**config.mk**
```make
export PLATFORM = sky130hd
export DESIGN_NAME = mult_div_unit
export DESIGN_NICKNAME = d
export VERILOG_FILES = /design/src/rtl/mult_div_unit.sv
export SDC_FILE = /design/constraint.sdc
export NUM_CORES = 1
export LEC_CHECK = 0
export BUFFER_PORTS_ARGS = -buffer_cell sky130_fd_sc_hd__buf_2
export CORE_ASPECT_RATIO = 0.7
export CORE_MARGIN = 1
export CORE_UTILIZATION = 50
export CTS_CLUSTER_DIAMETER = 200
export DETAILED_ROUTE_END_ITERATION = 8
export MAX_ROUTING_LAYER = met4
export PLACE_DENSITY = 0.69
export SLEW_MARGIN = 15
export SYNTH_ARGS = -nofsm -noshare
export SYNTH_HDL_FRONTEND = slang
export SYNTH_SLANG_ARGS = --single-unit
```
**constraint.sdc**
```tcl
create_clock -name clk -period 8.1 [get_ports clk]
set_input_delay 1.62 -clock clk [delete_from_list [all_inputs] [get_ports clk]]
set_output_delay 1.62 -clock clk [all_outputs]
set_load 0.005 [all_outputs]
```
**src/rtl/mult_div_unit.sv**
```systemverilog
// mult_div_unit: iterative 32-bit multiply/divide unit holding the HI/LO
// registers. It implements MULT, MULTU, DIV and DIVU (one bit per cycle:
// shift-add for multiply, restoring division for divide) and MTHI/MTLO.
// Signed operations run on operand magnitudes; the sign is fixed up on exit.
//
// Optional feature macro: MULT_FAST_EN
//   defined   -> MULT/MULTU use a single-cycle multiplier (IDLE -> DONE)
//   undefined -> every operation iterates through CALC
module mult_div_unit #(
  parameter int DATA_WIDTH = 32,
  parameter int ITER_CNT_W = 6
) (
  input  logic                  clk,
  input  logic                  reset,
  input  logic                  start_i,
  input  logic [1:0]            op_i,
  input  logic [DATA_WIDTH-1:0] a_i,
  input  logic [DATA_WIDTH-1:0] b_i,
  input  logic                  mthi_i,
  input  logic                  mtlo_i,
  output logic                  busy_o,
  output logic                  done_o,
  output logic                  div_by_zero_o,
  output logic [DATA_WIDTH-1:0] hi_o,
  output logic [DATA_WIDTH-1:0] lo_o
);

  localparam int W = DATA_WIDTH;

  // op_i[1] selects divide, op_i[0] selects unsigned
  localparam logic [1:0] OP_MULT  = 2'b00;
  localparam logic [1:0] OP_MULTU = 2'b01;
  localparam logic [1:0] OP_DIV   = 2'b10;
  localparam logic [1:0] OP_DIVU  = 2'b11;

  typedef enum logic [1:0] {
    ST_IDLE = 2'd0,
    ST_CALC = 2'd1,
    ST_DONE = 2'd2
  } state_t;

  // Magnitude of a two's-complement value; the most negative value maps to
  // its own bit pattern, which is the correct unsigned magnitude.
  function automatic logic [W-1:0] abs_val(input logic signed [W-1:0] v);
    logic signed [W-1:0] n;
    n = -v;
    return v[W-1] ? $unsigned(n) : $unsigned(v);
  endfunction

  // Conditional two's-complement negation, single width
  function automatic logic [W-1:0] neg_w(input logic [W-1:0] v, input logic n);
    logic signed [W-1:0] s;
    s = -$signed(v);
    return n ? $unsigned(s) : v;
  endfunction

  // Conditional two's-complement negation, double width (product)
  function automatic logic [2*W-1:0] neg_2w(input logic [2*W-1:0] v, input logic n);
    logic signed [2*W-1:0] s;
    s = -$signed(v);
    return n ? $unsigned(s) : v;
  endfunction

  state_t                state_q,   state_d;
  logic [1:0]            op_q,      op_d;
  logic [W-1:0]          mcand_q,   mcand_d;    // multiplicand or divisor magnitude
  logic [2*W-1:0]        acc_q,     acc_d;      // {upper, lower} working register
  logic [ITER_CNT_W-1:0] cnt_q,     cnt_d;
  logic                  sign_q,    sign_d;     // product / quotient negative
  logic                  rsign_q,   rsign_d;    // remainder negative
  logic                  dbz_q,     dbz_d;      // pending divide-by-zero completion
  logic                  busy_q,    busy_d;
  logic                  done_q,    done_d;
  logic                  dbzo_q,    dbzo_d;
  logic [W-1:0]          hi_q,      hi_d;
  logic [W-1:0]          lo_q,      lo_d;

  logic                  a_neg, b_neg;
  logic [W-1:0]          a_mag, b_mag;
  logic [W:0]            mul_sum;
  logic [2*W-1:0]        mul_next;
  logic [W:0]            div_rem;
  logic [W:0]            div_diff;
  logic [2*W-1:0]        div_next;
  logic [2*W-1:0]        fix_prod;

`ifdef MULT_FAST_EN
  logic [2*W-1:0]        fast_prod;
  assign fast_prod = {{W{1'b0}}, a_mag} * {{W{1'b0}}, b_mag};
`endif

  // Operand sign detection and magnitude extraction for signed operations
  always_comb begin
    a_neg = ~op_i[0] & a_i[W-1];
    b_neg = ~op_i[0] & b_i[W-1];
    a_mag = a_neg ? abs_val($signed(a_i)) : a_i;
    b_mag = b_neg ? abs_val($signed(b_i)) : b_i;
  end

  // One multiply step and one restoring-divide step from the current accumulator
  always_comb begin
    // Multiply: lower half holds the remaining multiplier bits, LSB first
    mul_sum  = {1'b0, acc_q[2*W-1:W]} + {1'b0, mcand_q};
    mul_next = acc_q[0] ? {mul_sum, acc_q[W-1:1]} : {1'b0, acc_q[2*W-1:1]};
    // Divide: shift the next dividend bit into the partial remainder, which
    // may momentarily need W+1 bits before the trial subtraction
    div_rem  = {acc_q[2*W-1:W], acc_q[W-1]};
    div_diff = div_rem - {1'b0, mcand_q};
    div_next = div_diff[W] ? {div_rem[W-1:0],  acc_q[W-2:0], 1'b0}
                           : {div_diff[W-1:0], acc_q[W-2:0], 1'b1};
    fix_prod = neg_2w(acc_q, sign_q);
  end

  // Next-state and datapath control
  always_comb begin
    state_d = state_q;
    op_d    = op_q;
    mcand_d = mcand_q;
    acc_d   = acc_q;
    cnt_d   = cnt_q;
    sign_d  = sign_q;
    rsign_d = rsign_q;
    dbz_d   = dbz_q;
    busy_d  = busy_q;
    done_d  = 1'b0;
    dbzo_d  = 1'b0;
    hi_d    = hi_q;
    lo_d    = lo_q;

    unique case (state_q)
      ST_IDLE: begin
        if (start_i) begin
          op_d    = op_i;
          mcand_d = b_mag;
          acc_d   = {{W{1'b0}}, a_mag};
          cnt_d   = '0;
          busy_d  = 1'b1;
          dbz_d   = 1'b0;
          if (op_i[1]) begin
            sign_d  = a_neg ^ b_neg;
            rsign_d = a_neg;
          end else begin
            sign_d  = a_neg ^ b_neg;
            rsign_d = 1'b0;
          end
          if (op_i[1] && (b_i == '0)) begin
            dbz_d   = 1'b1;
            state_d = ST_DONE;
          end else begin
`ifdef MULT_FAST_EN
            if (!op_i[1]) begin
              acc_d   = fast_prod;
              state_d = ST_DONE;
            end else begin
              state_d = ST_CALC;
            end
`else
            state_d = ST_CALC;
`endif
          end
        end else begin
          if (mthi_i) hi_d = a_i;
          if (mtlo_i) lo_d = a_i;
        end
      end

      ST_CALC: begin
        acc_d = op_q[1] ? div_next : mul_next;
        cnt_d = cnt_q + 1'b1;
        if (cnt_q == ITER_CNT_W'(W - 1)) state_d = ST_DONE;
      end

      ST_DONE: begin
        if (!dbz_q) begin
          unique case (op_q)
            OP_DIV, OP_DIVU: begin
              lo_d = neg_w(acc_q[W-1:0],   sign_q);
              hi_d = neg_w(acc_q[2*W-1:W], rsign_q);
            end
            OP_MULT, OP_MULTU: begin
              hi_d = fix_prod[2*W-1:W];
              lo_d = fix_prod[W-1:0];
            end
            default: ;
          endcase
        end
        dbzo_d  = dbz_q;
        dbz_d   = 1'b0;
        done_d  = 1'b1;
        busy_d  = 1'b0;
        state_d = ST_IDLE;
      end

      default: begin
        busy_d  = 1'b0;
        state_d = ST_IDLE;
      end
    endcase
  end

  // State and output registers; reset aborts any operation and clears HI/LO
  always_ff @(posedge clk or negedge reset) begin
    if (!reset) begin
      state_q <= ST_IDLE;
      op_q    <= '0;
      mcand_q <= '0;
      acc_q   <= '0;
      cnt_q   <= '0;
      sign_q  <= 1'b0;
      rsign_q <= 1'b0;
      dbz_q   <= 1'b0;
      busy_q  <= 1'b0;
      done_q  <= 1'b0;
      dbzo_q  <= 1'b0;
      hi_q    <= '0;
      lo_q    <= '0;
    end else begin
      state_q <= state_d;
      op_q    <= op_d;
      mcand_q <= mcand_d;
      acc_q   <= acc_d;
      cnt_q   <= cnt_d;
      sign_q  <= sign_d;
      rsign_q <= rsign_d;
      dbz_q   <= dbz_d;
      busy_q  <= busy_d;
      done_q  <= done_d;
      dbzo_q  <= dbzo_d;
      hi_q    <= hi_d;
      lo_q    <= lo_d;
    end
  end

  assign busy_o        = busy_q;
  assign done_o        = done_q;
  assign div_by_zero_o = dbzo_q;
  assign hi_o          = hi_q;
  assign lo_o          = lo_q;

endmodule

```
Yosys cells after proc, flatten, opt, wreduce, memory -nomap -nowiden
Cells that the tools add are included.
Widths: inputs -> output; s select.
{"block": "classes", "order_cmp": 0, "n_mux": 36, "multipliers": 0, "add_sub_neg": 8, "n_div": 0, "reduce_logical": 15, "shift": 0, "n_bitwise": 5, "eq_ne": 12}
{"op": "$mux 32", "count": 12}
{"op": "$mux 64", "count": 5}
{"op": "$pmux 32 s2", "count": 4}
{"op": "$neg 32->32", "count": 4}
{"op": "$pmux 64 s2", "count": 1}
{"op": "$neg 64->64", "count": 1}
{"op": "$add 32x32->33", "count": 1}
{"op": "$sub 33x32->33", "count": 1}
{"op": "$logic_not 32->1", "count": 1}
{"op": "$ne 2x2->1 const B", "count": 6}
{"op": "$pmux 6 s2", "count": 1}
{"op": "$reduce_and 2->1", "count": 5}
{"op": "$reduce_and 4->1", "count": 2}
{"op": "$add 6x1->6 const B", "count": 1}
{"op": "$eq 2x2->1 const B", "count": 3}
{"op": "$eq 6x5->1 const B", "count": 1}
{"op": "$mux 1", "count": 6}
{"op": "$mux 2", "count": 3}
{"op": "$mux 6", "count": 1}
{"op": "$eq 2x1->1 const B", "count": 2}
{"op": "$logic_not 2->1", "count": 2}
{"op": "$pmux 1 s2", "count": 2}
{"op": "$pmux 2 s2", "count": 1}
{"op": "$reduce_bool 2->1", "count": 2}
{"op": "other kinds (5)", "count": 8}
{"block": "word_totals", "rom_bits": 0, "word_cells": 89, "register_bits": 176, "ramBits": 0, "latch_bits": 0, "memories": 0, "out_inout_bits": 67}

Depth between registers and ports, before layout
{"block": "depth", "word_depth": 5, "depth_mapped": 14}

Worst setup path before layout
OpenSTA, ideal clock, no wires.
{"block": "synth_path", "path_type": "input -> register", "start": "in a_i[7]", "end": "reg acc_q[28]", "t_arrival_ns": 3.482, "setup_slack_ns": 4.481, "cell_stages": 10, "path_buffers": 0, "setup_time_ns": 0.137, "required_ns": 7.963, "cell_sequence": "nor4_1 -> nand3_1 -> o21ai_0 -> o21ai_0 -> o21bai_1 -> a21oi_1 -> xor2_1 -> nor2_1 -> a211oi_1 -> a21oi_1"}
{"block": "synth_between", "elab_chain_len": 5}
{"item": "from (decl)", "line_no": "17", "text": "input logic [DATA_WIDTH-1:0] a_i,"}
{"item": "$neg 32->32", "line_no": "46", "text": "n = -v;"}
{"item": "$mux 32", "line_no": "47", "text": "return v[W-1] ? $unsigned(n) : $unsigned(v);"}
{"item": "$mux 32", "line_no": "96", "text": "a_mag = a_neg ? abs_val($signed(a_i)) : a_i;"}
{"item": "$mux 64", "line_no": "132", "text": "if (start_i) begin"}
{"item": "$pmux 64 s2", "line_no": "130", "text": "unique case (state_q)"}
{"item": "to (signal assigned)", "line_no": "207", "text": "acc_q <= '0;"}
{"item": "to (signal assigned)", "line_no": "221", "text": "acc_q <= acc_d;"}
{"item": "to (decl)", "line_no": "67", "text": "logic [2*W-1:0] acc_q, acc_d;"}
Every way passes these cells. The select of a mux whose other input is x is not followed.
A chain may end at the register's enable or synchronous reset.

Worst setup path after layout
{"block": "layout_path", "start": "reg acc_q[31]", "end": "reg acc_q[41]"}
{"block": "layout_between", "elab_chain_len": 4}
{"item": "$sub 33x32->33", "line_no": "108", "text": "div_diff = div_rem - {1'b0, mcand_q};"}
{"item": "$mux 64", "line_no": "109", "text": "div_next = div_diff[W] ? {div_rem[W-1:0], acc_q[W-2:0], 1'b0}"}
{"item": "$mux 64", "line_no": "168", "text": "acc_d = op_q[1] ? div_next : mul_next;"}
{"item": "$pmux 64 s2", "line_no": "130"}
Every way passes these cells.

==> flow_metrics.py <==
metrics = {
    "status": {
        "status": "finished, final reports clean",
    },
    "pwr": {
        "p_seq_frac": 0.246,
        "intPower_uw": 3930,
        "clockPowerShare": 0.107,
        "power.switching_uw": 4000,
        "power_density_nw_per_um2": 500,
        "ir_drop_mv": 0.225,
        "switching_share": 0.504,
        "power_frac_comb": 0.647,
        "p_leak_uw": 0.00695,
    },
    "global_route": {
        "grt_max_degree": 116,
        "grt_pass1_vias": 12718,
        "track_usage": 0.325,
        "grt_antenna_before_repair": 0,
        "overflow": 0,
        "grt_pass1_wl_um": 72000,
    },
    "clocking": {
        "cts_setup_buffers": 0,
        "tritoncts": "yes",
        "clkTransAtPathRegs_ns": 0.08,
        "cts_resized": 0,
        "clock_path_buffers": 2,
        "hold_buffers": 0,
        "cts_root_buf": "clkbuf_16",
        "clock_sinks": 175,
        "htreeDepth": 4,
        "clk_latency_ns": 0.46,
        "cts_buffers": 17,
    },
    "logic_synthesis": {
        "synth_seq_cells": 175,
        "syn_inst": 1824,
        "ys.flop_type": "dfrtp_1",
        "netlist_area_um2": 14400,
        "synth_warnings": 0,
        "synth_cell_type_count": 79,
        "yosysTopAreaCellShare": 0.304,
        "synth_top_cells_by_area": "dfrtp_1 (30%), o21ai_0 (6.5%), ha_1 (6.0%), nand2_1 (5.9%), xnor2_1 (5.7%)",
        "synth_edf_count": 0,
        "avgSynthCellArea_um2": 7.90,
        "async_flop_share": 1.00,
        "synth_seq_area_share": 0.304,
        "yosysTopAreaCell": "dfrtp_1",
        "synth_fp_nets": 1966,
    },
    "layout": {
        "area_delta_synth_final_pct": 10.1,
        "num_antenna_cells": 0,
        "final_cell_mix": "nand2_1 (226), o21ai_0 (187), dfrtp_1 (174)",
        "layout_commonest_cell": "nand2_1",
        "fin_nets": 2029,
        "final_core_util": 0.565,
        "drive_gt1_frac": 0.118,
        "n_fill_cell": 2672,
    },
    "place": {
        "dp_hpwl_um": 33900,
        "gp_congestion": 0.990,
        "portBuffers": 137,
    },
    "route": {
        "via_per_inst": 6.18,
        "drtIter0Drc": 1313,
        "first_pass_iters": 6,
        "wl_um": 45900,
        "antenna_left": 0,
        "vias": 14034,
        "routedWlPerCell_um": 20.2,
        "drcViolationCount": 0,
    },
    "setup_path": {
        "critical_path.slowest_cell": "o31ai_2",
        "end_kind": "flop",
        "rr_worst_depth": 14,
        "start_kind": "flop",
        "cp_common_cell": "a21oi_1",
        "cp_num_buf_inv": 2,
        "worstPathArrival_ns": 4.80,
        "regToRegStartpoint": "acc_q[31]$_DFFE_PN0P_",
        "crit_path_cell_trace": "inv_1, ha_1, fa_1, nand2b_1, a21oi_1, o32ai_1, o31ai_2, a21oi_2, o41ai_4, xor2_4, buf_4, mux2_2, a21oi_1, o21ai_0",
        "path_class": "flop to flop",
        "slowest_delay_ns": 0.55,
        "required_ns": 8.43,
        "cp_max_fo": 22,
        "worstReg2RegEnd": "acc_q[41]$_DFFE_PN0P_",
        "reg2reg_slack_ns": 3.64,
        "cp_top_family": "compound AO/OA/AOI/OAI gates",
    },
    "sta": {
        "rsz0062_at_grt": "no",
        "period_needed_ns": 4.46,
        "skew_ns": 0.00865,
        "setup_viol": 0,
        "clock.fmax_mhz": 224,
        "drv_slew": 0,
        "period_share": 0.551,
        "slew_headroom": 0.260,
        "worst_pin_slew_ns": 1.08,
        "final.setup.tns_ns": 0,
        "finalHoldViolCount": 0,
    },
    "floorplan": {
        "core_area_um2": 28100,
        "die_area_um2": 29500,
        "dieWidth_um": 205,
        "ios": 138,
        "core.rowCount": 51,
        "die_h_um": 144,
        "start_util": 0.513,
    },
    "flow_run": {
        "max_cap_viol_count": 0,
    },
    "hold_path": {
        "min_from": "lo_o[16]$_DFFE_PN0P_",
        "holdPathStages": 2,
        "worstHoldEndpoint": "lo_o[16]$_DFFE_PN0P_",
        "hp-class": "flop to flop",
    },
}
worst max path at each step:
stage	from	to	depth (start not counted)
final	acc_q[31]$_DFFE_PN0P_	acc_q[41]$_DFFE_PN0P_	14
after global routing	acc_q[31]$_DFFE_PN0P_	acc_q[41]$_DFFE_PN0P_	14
after CTS	acc_q[31]$_DFFE_PN0P_	acc_q[41]$_DFFE_PN0P_	14
after detailed placement	acc_q[31]$_DFFE_PN0P_	acc_q[41]$_DFFE_PN0P_	14
after global placement	acc_q[31]$_DFFE_PN0P_	acc_q[35]$_DFFE_PN0P_	14
after floorplan	a_i[7]	acc_q[28]$_DFFE_PN0P_	10
layout make-up:
class | instances | area (µm²) | area share
Multi-Input combinational cell | 1477 | 9380 | 0.591
Sequential cell | 175 | 4380 | 0.276
Timing Repair Buffer | 157 | 845 | 0.0532
Tap cell | 371 | 464 | 0.0293
Clock buffer | 18 | 429 | 0.0270
Inverter | 59 | 221 | 0.0140
Clock inverter | 14 | 146 | 0.00923
per-layer routing:
metal | routed length (µm) | track usage
met5 | 0 | -
met1 | 22500 | 0.484
met2 | 18700 | 0.436
met3 | 3760 | 0.0678
met4 | 897 | 0.0916
power groups by stage:
stage          sequential, µW  combinational (µW)  clock [µW]
2_1_floorplan            1670                3940           0
3_3_place_gp             1930                4940           0
3_5_place_dp             1950                5010           0
4_1_cts                  1930                5050         855
5_1_grt                  2010                5690         887
6_report                 1950                5130         849
cell families (layout without fill, tap and decap cells):
logic type | after synthesis | after routing | share of synthesized area
AO/OA/AOI/OAI | 588 | 588 | 0.255
XOR/XNOR | 171 | 171 | 0.105
adder cells (fa/ha/maj) | 71 | 71 | 0.0627
buffers and inverters | 172 | 248 | 0.0462
flip-flops | 175 | 175 | 0.304
multiplexers | 58 | 58 | 0.0407
AND/OR/NAND/NOR | 589 | 589 | 0.186
flip-flops by register name, summed over array words and instances (netlist names), 2 cells and up:
signal / flops
acc_q: 64
hi_o: 32
cnt_q: 6
state_q: 2
mcand_q: 32
lo_o: 32
Yosys cell counts, drive strengths merged (25+ instances only):
library cell  instances
nor3                 39
o31ai                41
inv                  57
a21oi               139
a21o                 29
ha                   69
nor2                156
nand3                39
o21ai               196
xor2                 78
xnor2                93
o211ai               39
mux2i                53
nand2               227
dfrtp               175
clkbuf               95
a211oi               25
stage by stage:
stage	cell area (µm²)	hold slack, ns	cells	setup slack [ns]	power (µW)
after detailed placement	15300	0.460	2239	3.77	6950
after floorplan	14400	0.444	1824	4.48	5610
after CTS	15900	0.477	2271	3.72	7840
after global routing	15900	0.504	2271	3.39	8580
after global placement	15300	0.456	2239	3.87	6870
final	15900	0.476	2271	3.64	7930
worst min-delay path, stage by stage (launching register included):
cell and delay (ns):
dfrtp_1 0.34, nand2_1 0.05, o21ai_0 0.06
No activity file was read; power rests on OpenSTA's default activity.
